### src/rtl/hazard_pkg.sv
// Shared types, stall-length constants and register-match helper for the
// pipeline hazard controller.
package hazard_pkg;

   typedef enum logic [1:0] {
      RUN      = 2'd0,
      STALL    = 2'd1,
      MEM_WAIT = 2'd2
   } state_t;

   // Total cycles the front end is held for each hazard class.
   localparam int BR_LOAD_EX_STALLS = 2;
   localparam int LOAD_USE_STALLS   = 1;

   // Width of the STALL-state countdown; enough for the longest stall above.
   localparam int SCNT_W = 2;

   // True when a non-x0 producer register feeds a source the ID instruction reads.
   function automatic logic src_match(input logic [4:0] rd,
                                      input logic [4:0] rs1,
                                      input logic [4:0] rs2,
                                      input logic       use1,
                                      input logic       use2);
      return (rd != 5'd0) && ((use1 && (rd == rs1)) || (use2 && (rd == rs2)));
   endfunction

endpackage

### src/rtl/hazard_detect.sv
// Combinational hazard classification: load-use, branch operand waiting on a
// load in EX or MEM, and data-memory wait. No state lives here.
module hazard_detect
   import hazard_pkg::*;
(
   input  logic [4:0] rs1_id_i,
   input  logic [4:0] rs2_id_i,
   input  logic       use_rs1_id_i,
   input  logic       use_rs2_id_i,
   input  logic       branch_id_i,
   input  logic [4:0] rd_ex_i,
   input  logic       mem_read_ex_i,
   input  logic [4:0] rd_mem_i,
   input  logic       mem_read_mem_i,
   input  logic       mem_req_mem_i,
   input  logic       mem_ready_i,
   output logic       lu_o,
   output logic       br_ex_o,
   output logic       br_mem_o,
   output logic       memw_o
);

   logic ex_match;
   logic mem_match;

   assign ex_match  = src_match(rd_ex_i, rs1_id_i, rs2_id_i, use_rs1_id_i, use_rs2_id_i);
   assign mem_match = src_match(rd_mem_i, rs1_id_i, rs2_id_i, use_rs1_id_i, use_rs2_id_i);

   // Only loads stall; ALU producers are covered by the forwarding unit.
   assign lu_o     = mem_read_ex_i && ex_match;
   assign br_ex_o  = branch_id_i && mem_read_ex_i && ex_match;
   assign br_mem_o = branch_id_i && mem_read_mem_i && mem_match;
   assign memw_o   = mem_req_mem_i && !mem_ready_i;

endmodule

### src/rtl/hazard_controller.sv
// Pipeline sequencing controller: turns hazard classes into stall / flush /
// bubble controls for PC, IF/ID, ID/EX, EX/MEM and MEM/WB. Outputs are Mealy
// (registered state plus current inputs) and read 0 while rst is high.
// Optional build macro HAZARD_PERF_EN adds saturating stall, flush and wait
// performance counters.
module hazard_controller
   import hazard_pkg::*;
#(
   parameter int MEM_TIMEOUT = 16,
   parameter int CNT_W       = 8
)(
   input  logic       clk,
   input  logic       rst,
   input  logic [4:0] rs1_ID,
   input  logic [4:0] rs2_ID,
   input  logic       use_rs1_ID,
   input  logic       use_rs2_ID,
   input  logic       branch_ID,
   input  logic       redirect_ID,
   input  logic [4:0] rd_EX,
   input  logic       MemRead_EX,
   input  logic [4:0] rd_MEM,
   input  logic       MemRead_MEM,
   input  logic       mem_req_MEM,
   input  logic       mem_ready,
   output logic       pc_stall,
   output logic       ifid_stall,
   output logic       ifid_flush,
   output logic       idex_flush,
   output logic       exmem_stall,
   output logic       memwb_flush,
   output logic       mem_fault
`ifdef HAZARD_PERF_EN
   ,
   output logic [CNT_W-1:0] stall_cycles,
   output logic [CNT_W-1:0] flush_count,
   output logic [CNT_W-1:0] wait_cycles
`endif
);

   // Last wait-counter value at which a missing mem_ready becomes a fault.
   localparam logic [CNT_W-1:0] WAIT_LIMIT = CNT_W'(MEM_TIMEOUT - 1);

   state_t            state_q, state_d;
   state_t            ret_q, ret_d;
   logic [SCNT_W-1:0] scnt_q, scnt_d;
   logic [CNT_W-1:0]  wcnt_q, wcnt_d;
   logic [CNT_W-1:0]  wcnt_inc;

   logic lu, br_ex, br_mem, memw;
   logic hold;
   logic freeze;
   logic fault;

   hazard_detect u_detect (
      .rs1_id_i       (rs1_ID),
      .rs2_id_i       (rs2_ID),
      .use_rs1_id_i   (use_rs1_ID),
      .use_rs2_id_i   (use_rs2_ID),
      .branch_id_i    (branch_ID),
      .rd_ex_i        (rd_EX),
      .mem_read_ex_i  (MemRead_EX),
      .rd_mem_i       (rd_MEM),
      .mem_read_mem_i (MemRead_MEM),
      .mem_req_mem_i  (mem_req_MEM),
      .mem_ready_i    (mem_ready),
      .lu_o           (lu),
      .br_ex_o        (br_ex),
      .br_mem_o       (br_mem),
      .memw_o         (memw)
   );

   // Wait counter saturates rather than wrapping.
   assign wcnt_inc = (wcnt_q == {CNT_W{1'b1}}) ? wcnt_q : wcnt_q + CNT_W'(1);

   // State register, resume state and the two counters.
   always_ff @(posedge clk) begin
      // NOTE: non-blocking assignments so every register samples pre-edge values.
      if (rst) begin
         state_q <= RUN;
         ret_q   <= RUN;
         scnt_q  <= '0;
         wcnt_q  <= '0;
      end else begin
         state_q <= state_d;
         ret_q   <= ret_d;
         scnt_q  <= scnt_d;
         wcnt_q  <= wcnt_d;
      end
   end

   // Next state plus the raw hold (front-end stall + bubble) and freeze
   // (whole-pipe hold for a memory wait) requests.
   always_comb begin
      // NOTE: every variable gets a default first so no latch is inferred.
      state_d = state_q;
      ret_d   = ret_q;
      scnt_d  = scnt_q;
      wcnt_d  = wcnt_q;
      hold    = 1'b0;
      freeze  = 1'b0;
      fault   = 1'b0;

      case (state_q)
         RUN: begin
            if (memw) begin
               freeze  = 1'b1;
               ret_d   = RUN;
               state_d = MEM_WAIT;
               wcnt_d  = wcnt_inc;
            end else if (br_ex) begin
               hold    = 1'b1;
               scnt_d  = SCNT_W'(BR_LOAD_EX_STALLS - 1);
               state_d = STALL;
            end else if (lu || br_mem) begin
               // A single-cycle stall needs no counter: the hazard is gone
               // when detection runs again next cycle.
               hold = 1'b1;
               if (LOAD_USE_STALLS > 1) begin
                  scnt_d  = SCNT_W'(LOAD_USE_STALLS - 1);
                  state_d = STALL;
               end
            end
         end

         STALL: begin
            if (memw) begin
               // The countdown is frozen while memory holds the pipe.
               freeze  = 1'b1;
               ret_d   = STALL;
               state_d = MEM_WAIT;
               wcnt_d  = wcnt_inc;
            end else begin
               hold   = 1'b1;
               scnt_d = scnt_q - SCNT_W'(1);
               if (scnt_q <= SCNT_W'(1)) begin
                  state_d = RUN;
               end
            end
         end

         MEM_WAIT: begin
            freeze = 1'b1;
            if (mem_ready) begin
               state_d = ret_q;
               wcnt_d  = '0;
            end else if (wcnt_q >= WAIT_LIMIT) begin
               // Timeout: the stuck MEM instruction is dropped by the
               // MEM/WB bubble this cycle and any pending stall is abandoned.
               fault   = 1'b1;
               state_d = RUN;
               ret_d   = RUN;
               scnt_d  = '0;
               wcnt_d  = '0;
            end else begin
               wcnt_d = wcnt_inc;
            end
         end

         default: begin
            state_d = RUN;
            ret_d   = RUN;
            scnt_d  = '0;
            wcnt_d  = '0;
         end
      endcase
   end

   // Output decode: a redirect waits while IF/ID is held, and the ID/EX
   // bubble never coincides with the EX/MEM hold. Everything is 0 in reset.
   always_comb begin
      pc_stall    = !rst && (hold || freeze);
      ifid_stall  = !rst && (hold || freeze);
      ifid_flush  = !rst && redirect_ID && !hold && !freeze;
      idex_flush  = !rst && hold && !freeze;
      exmem_stall = !rst && freeze;
      memwb_flush = !rst && freeze;
      mem_fault   = !rst && fault;
   end

`ifdef HAZARD_PERF_EN
   logic [CNT_W-1:0] stall_cycles_q;
   logic [CNT_W-1:0] flush_count_q;
   logic [CNT_W-1:0] wait_cycles_q;

   // Saturating performance counters.
   always_ff @(posedge clk) begin
      if (rst) begin
         stall_cycles_q <= '0;
         flush_count_q  <= '0;
         wait_cycles_q  <= '0;
      end else begin
         if (pc_stall && (state_q != MEM_WAIT) && (stall_cycles_q != {CNT_W{1'b1}})) begin
            stall_cycles_q <= stall_cycles_q + CNT_W'(1);
         end
         if (ifid_flush && (flush_count_q != {CNT_W{1'b1}})) begin
            flush_count_q <= flush_count_q + CNT_W'(1);
         end
         if ((state_q == MEM_WAIT) && (wait_cycles_q != {CNT_W{1'b1}})) begin
            wait_cycles_q <= wait_cycles_q + CNT_W'(1);
         end
      end
   end

   assign stall_cycles = stall_cycles_q;
   assign flush_count  = flush_count_q;
   assign wait_cycles  = wait_cycles_q;
`endif

endmodule

### config.mk
export PLATFORM = sky130hd
export DESIGN_NAME = hazard_controller
export DESIGN_NICKNAME = d
export VERILOG_FILES = /design/src/rtl/hazard_pkg.sv /design/src/rtl/hazard_detect.sv /design/src/rtl/hazard_controller.sv
export SDC_FILE = /design/constraint.sdc
export NUM_CORES = 1
export LEC_CHECK = 0
export ABC_AREA = 1
export CAP_MARGIN = 20
export CORE_UTILIZATION = 30
export DETAILED_ROUTE_END_ITERATION = 8
export GPL_TIMING_DRIVEN = 0
export PLACE_DENSITY = 0.54
export SYNTH_ARGS = -nofsm -noshare
export SYNTH_HDL_FRONTEND = slang
export SYNTH_SLANG_ARGS = --single-unit
### constraint.sdc
create_clock -name clk -period 3.65 [get_ports clk]
set_input_delay 0.5475 -clock clk [delete_from_list [all_inputs] [get_ports clk]]
set_output_delay 0.5475 -clock clk [all_outputs]
set_load 0.005 [all_outputs]
==> summary.txt <==
Initial Util = 31.6%
RSZ-0062 raised after global routing = false
Worst-Margin Slew = 0.570 ns
Skew final = 0.00286 ns
Max clock buf depth = 2
Setup_tns = 0 ns
Main flop type after synthesis = dfxtp_1
CP top delay family = buffers and inverters
Top cells by area, synth = dfxtp_1 (20%), nand2_1 (18%), inv_1 (9.7%), nor2_1 (8.5%), nand3_1 (5.9%)
Vias in the first global route = 1265
WL per Instance = 11.0 um
CP arrival = 2.54 ns
Max FO, Critical Path = 4
Most frequent cells after synthesis = nand2_1 (60), inv_1 (33), nor2_1 (29), nand3_1 (15), dfxtp_1 (13)
Initial antenna violation count = 0
Clock Sinks = 13
Area growth syn-to-layout = 36.5%
Seq/Total Area, Yosys = 20.3%
WL final = 3390 um
Root buf cell = clkbuf_8
# nets final = 290
Area leader, netlist = dfxtp_1
Total of warnings raised by yosys = 0
Status = finished, final reports clean
Cell Pwr Density = 243 nW/um^2
Detailed Routing Iterations Pass 1 = 4
Crit path largest cell delay = 0.55 ns
Post-CTS Hold Buffers = 0
Die area = 4540 um^2
Gr usage total = 15.9%
Worst setup path category = input port to primary output
Die Span X = 67.4 um
Crit. End Element = primary output
# IOs = 37
Mean Syn Cell Area = 5.90 um^2
Bufs and invs on worst path = 5
WHS = 0.489 ns
Total CTS buffers = 3
Critical-path top delay cell = clkdlybuf4s50_1
Startpoint Class = input port
Worst slew margin = 62.0%
Tmin final = 3.08 ns
Area of the core = 4060 um^2
Port-buffer cells = 36
Post-synth EDFFs = 0
Yosys reg bits = 13
Max-slew violations = 0
Crit path cell chain = clkdlybuf4s50_1 > inv_2 > nand2_2 > nor2_4 > nor2_1 > nor2_1 > inv_1 > nand2_1 > buf_4 > clkdlybuf4s50_1
Placer congestion estimate = 0.780
Setup violators final = 0
Vias after detailed routing = 1403
Grt ovf = 0
H-tree depth = 1
ANT nets after route = 0
Synthesized Nets = 249
Final period utilization = 84.5%
HP Class = register to register
Vias per cell = 4.57
Drt first-iter violations = 91
WP data required = 3.10 ns
First-pass GRT wire length = 5440 um
# rows = 23
Hold Fails Final Rpt = 0
Hpwl dp = 2760 um
Syn Inst Count = 217
Post-Syn Area = 1280 um^2
Count leader, synth = nand2_1
Asr flop ratio synth = 0%
N_diodes = 0
Setup bufs post-CTS = 0
Worst skew pair latency = 0.25 ns
Detailed-route DRC error count = 0
Maximum VDD drop = 0.169 mV
Largest net degree at the start of global routing = 11
Max-cap violations = 0
Max Clk Rate = 324 MHz
Yosys cell types = 32
Synth top area share = 20.3%
Cells resized by post-CTS repair = 0
CTS clock-pin slew for the worst setup and hold paths = 0.05 ns
CTS tree = built
Die height = 67.4 um
Layout cells sized above 1 = 12.8%
Leak pwr = 0.802 nW
final timing paths:
check	to	slack (ns)	cells after the start	from
setup / recovery	pc_stall	0.57	10	mem_ready
hold / removal	scnt_q[1]	0.49	2	scnt_q[1]
setup reg to reg	wcnt_q[3]	2.08	9	wcnt_q[0]
hold reg to reg	scnt_q[1]	0.49	2	scnt_q[1]
cell families after synthesis:
family / after synthesis / share of synthesized area (%)
flip-flops: 13 / 20.3
adder cells (fa/ha/maj): 2 / 1.95
AO/OA/AOI/OAI: 34 / 17.5
buffers and inverters: 43 / 13.2
XOR/XNOR: 1 / 0.684
AND/OR/NAND/NOR: 124 / 46.4
tightest hold or removal path, cell delays in order, from the launching register on:
cell,delay (ns)
dfxtp_1,0.32
a21oi_1,0.04
nor2_1,0.09
placed cells by master (no fill, tap or decap), drive strengths merged, types with 2 or more instances in the layout:
master,Yosys,routed
nand2,63,63
inv,40,40
clkdlybuf4s50,0,36
nor2,36,36
nand3,17,17
dfxtp,13,13
a21oi,13,13
o21ai,9,9
o22ai,5,5
clkbuf,1,5
nor3,4,4
o211ai,3,3
nand4,2,2
a31oi,2,2
ha,2,2
buf,2,2
nor4,2,2
stage by stage:
| step | instance area (um^2) | worst slack [ns] | utilization (%) | power, mW | instances |
|---|---|---|---|---|---|
| 2_1_floorplan | 1280 | 1.77 | - | 0.233 | 217 |
| 3_3_place_gp | 1700 | 0.529 | 42.0 | 0.300 | 303 |
| 3_5_place_dp | 1700 | 0.543 | 42.0 | 0.300 | 303 |
| 4_1_cts | 1750 | 0.538 | 43.1 | 0.432 | 307 |
| 5_1_grt | 1750 | 0.316 | 43.1 | 0.453 | 307 |
| 6_report | 1750 | 0.567 | 43.1 | 0.426 | 307 |
state kept, by name, summed over array words and instances (netlist names):
signal   count
ret_q        1
scnt_q       2
state_q      2
wcnt_q       8
report_power, final:
group	switching, mW	total (mW)	internal (mW)
Clock	0.0523	0.129	0.0772
Combinational	0.0727	0.141	0.0687
Sequential	0.00641	0.155	0.148
routing by layer:
layer	part of all wire [%]	up-vias	GRT usage, %
met5	0	-	0
met4	1.6	0	6.38
met3	5.4	5	1.69
met2	44	35	27.4
met1	49	594	20.2
li1	-	769	-
final cells by class:
class,instances,area [um^2]
tap,50,62.6
inverter,40,150
fill,423,2310
sequential,13,260
timing repair buffer,36,360
clock buffer,4,45.0
multi-input combinational,161,852
buffer,3,18.8
Note: power is estimated with default switching activity, not from simulation.
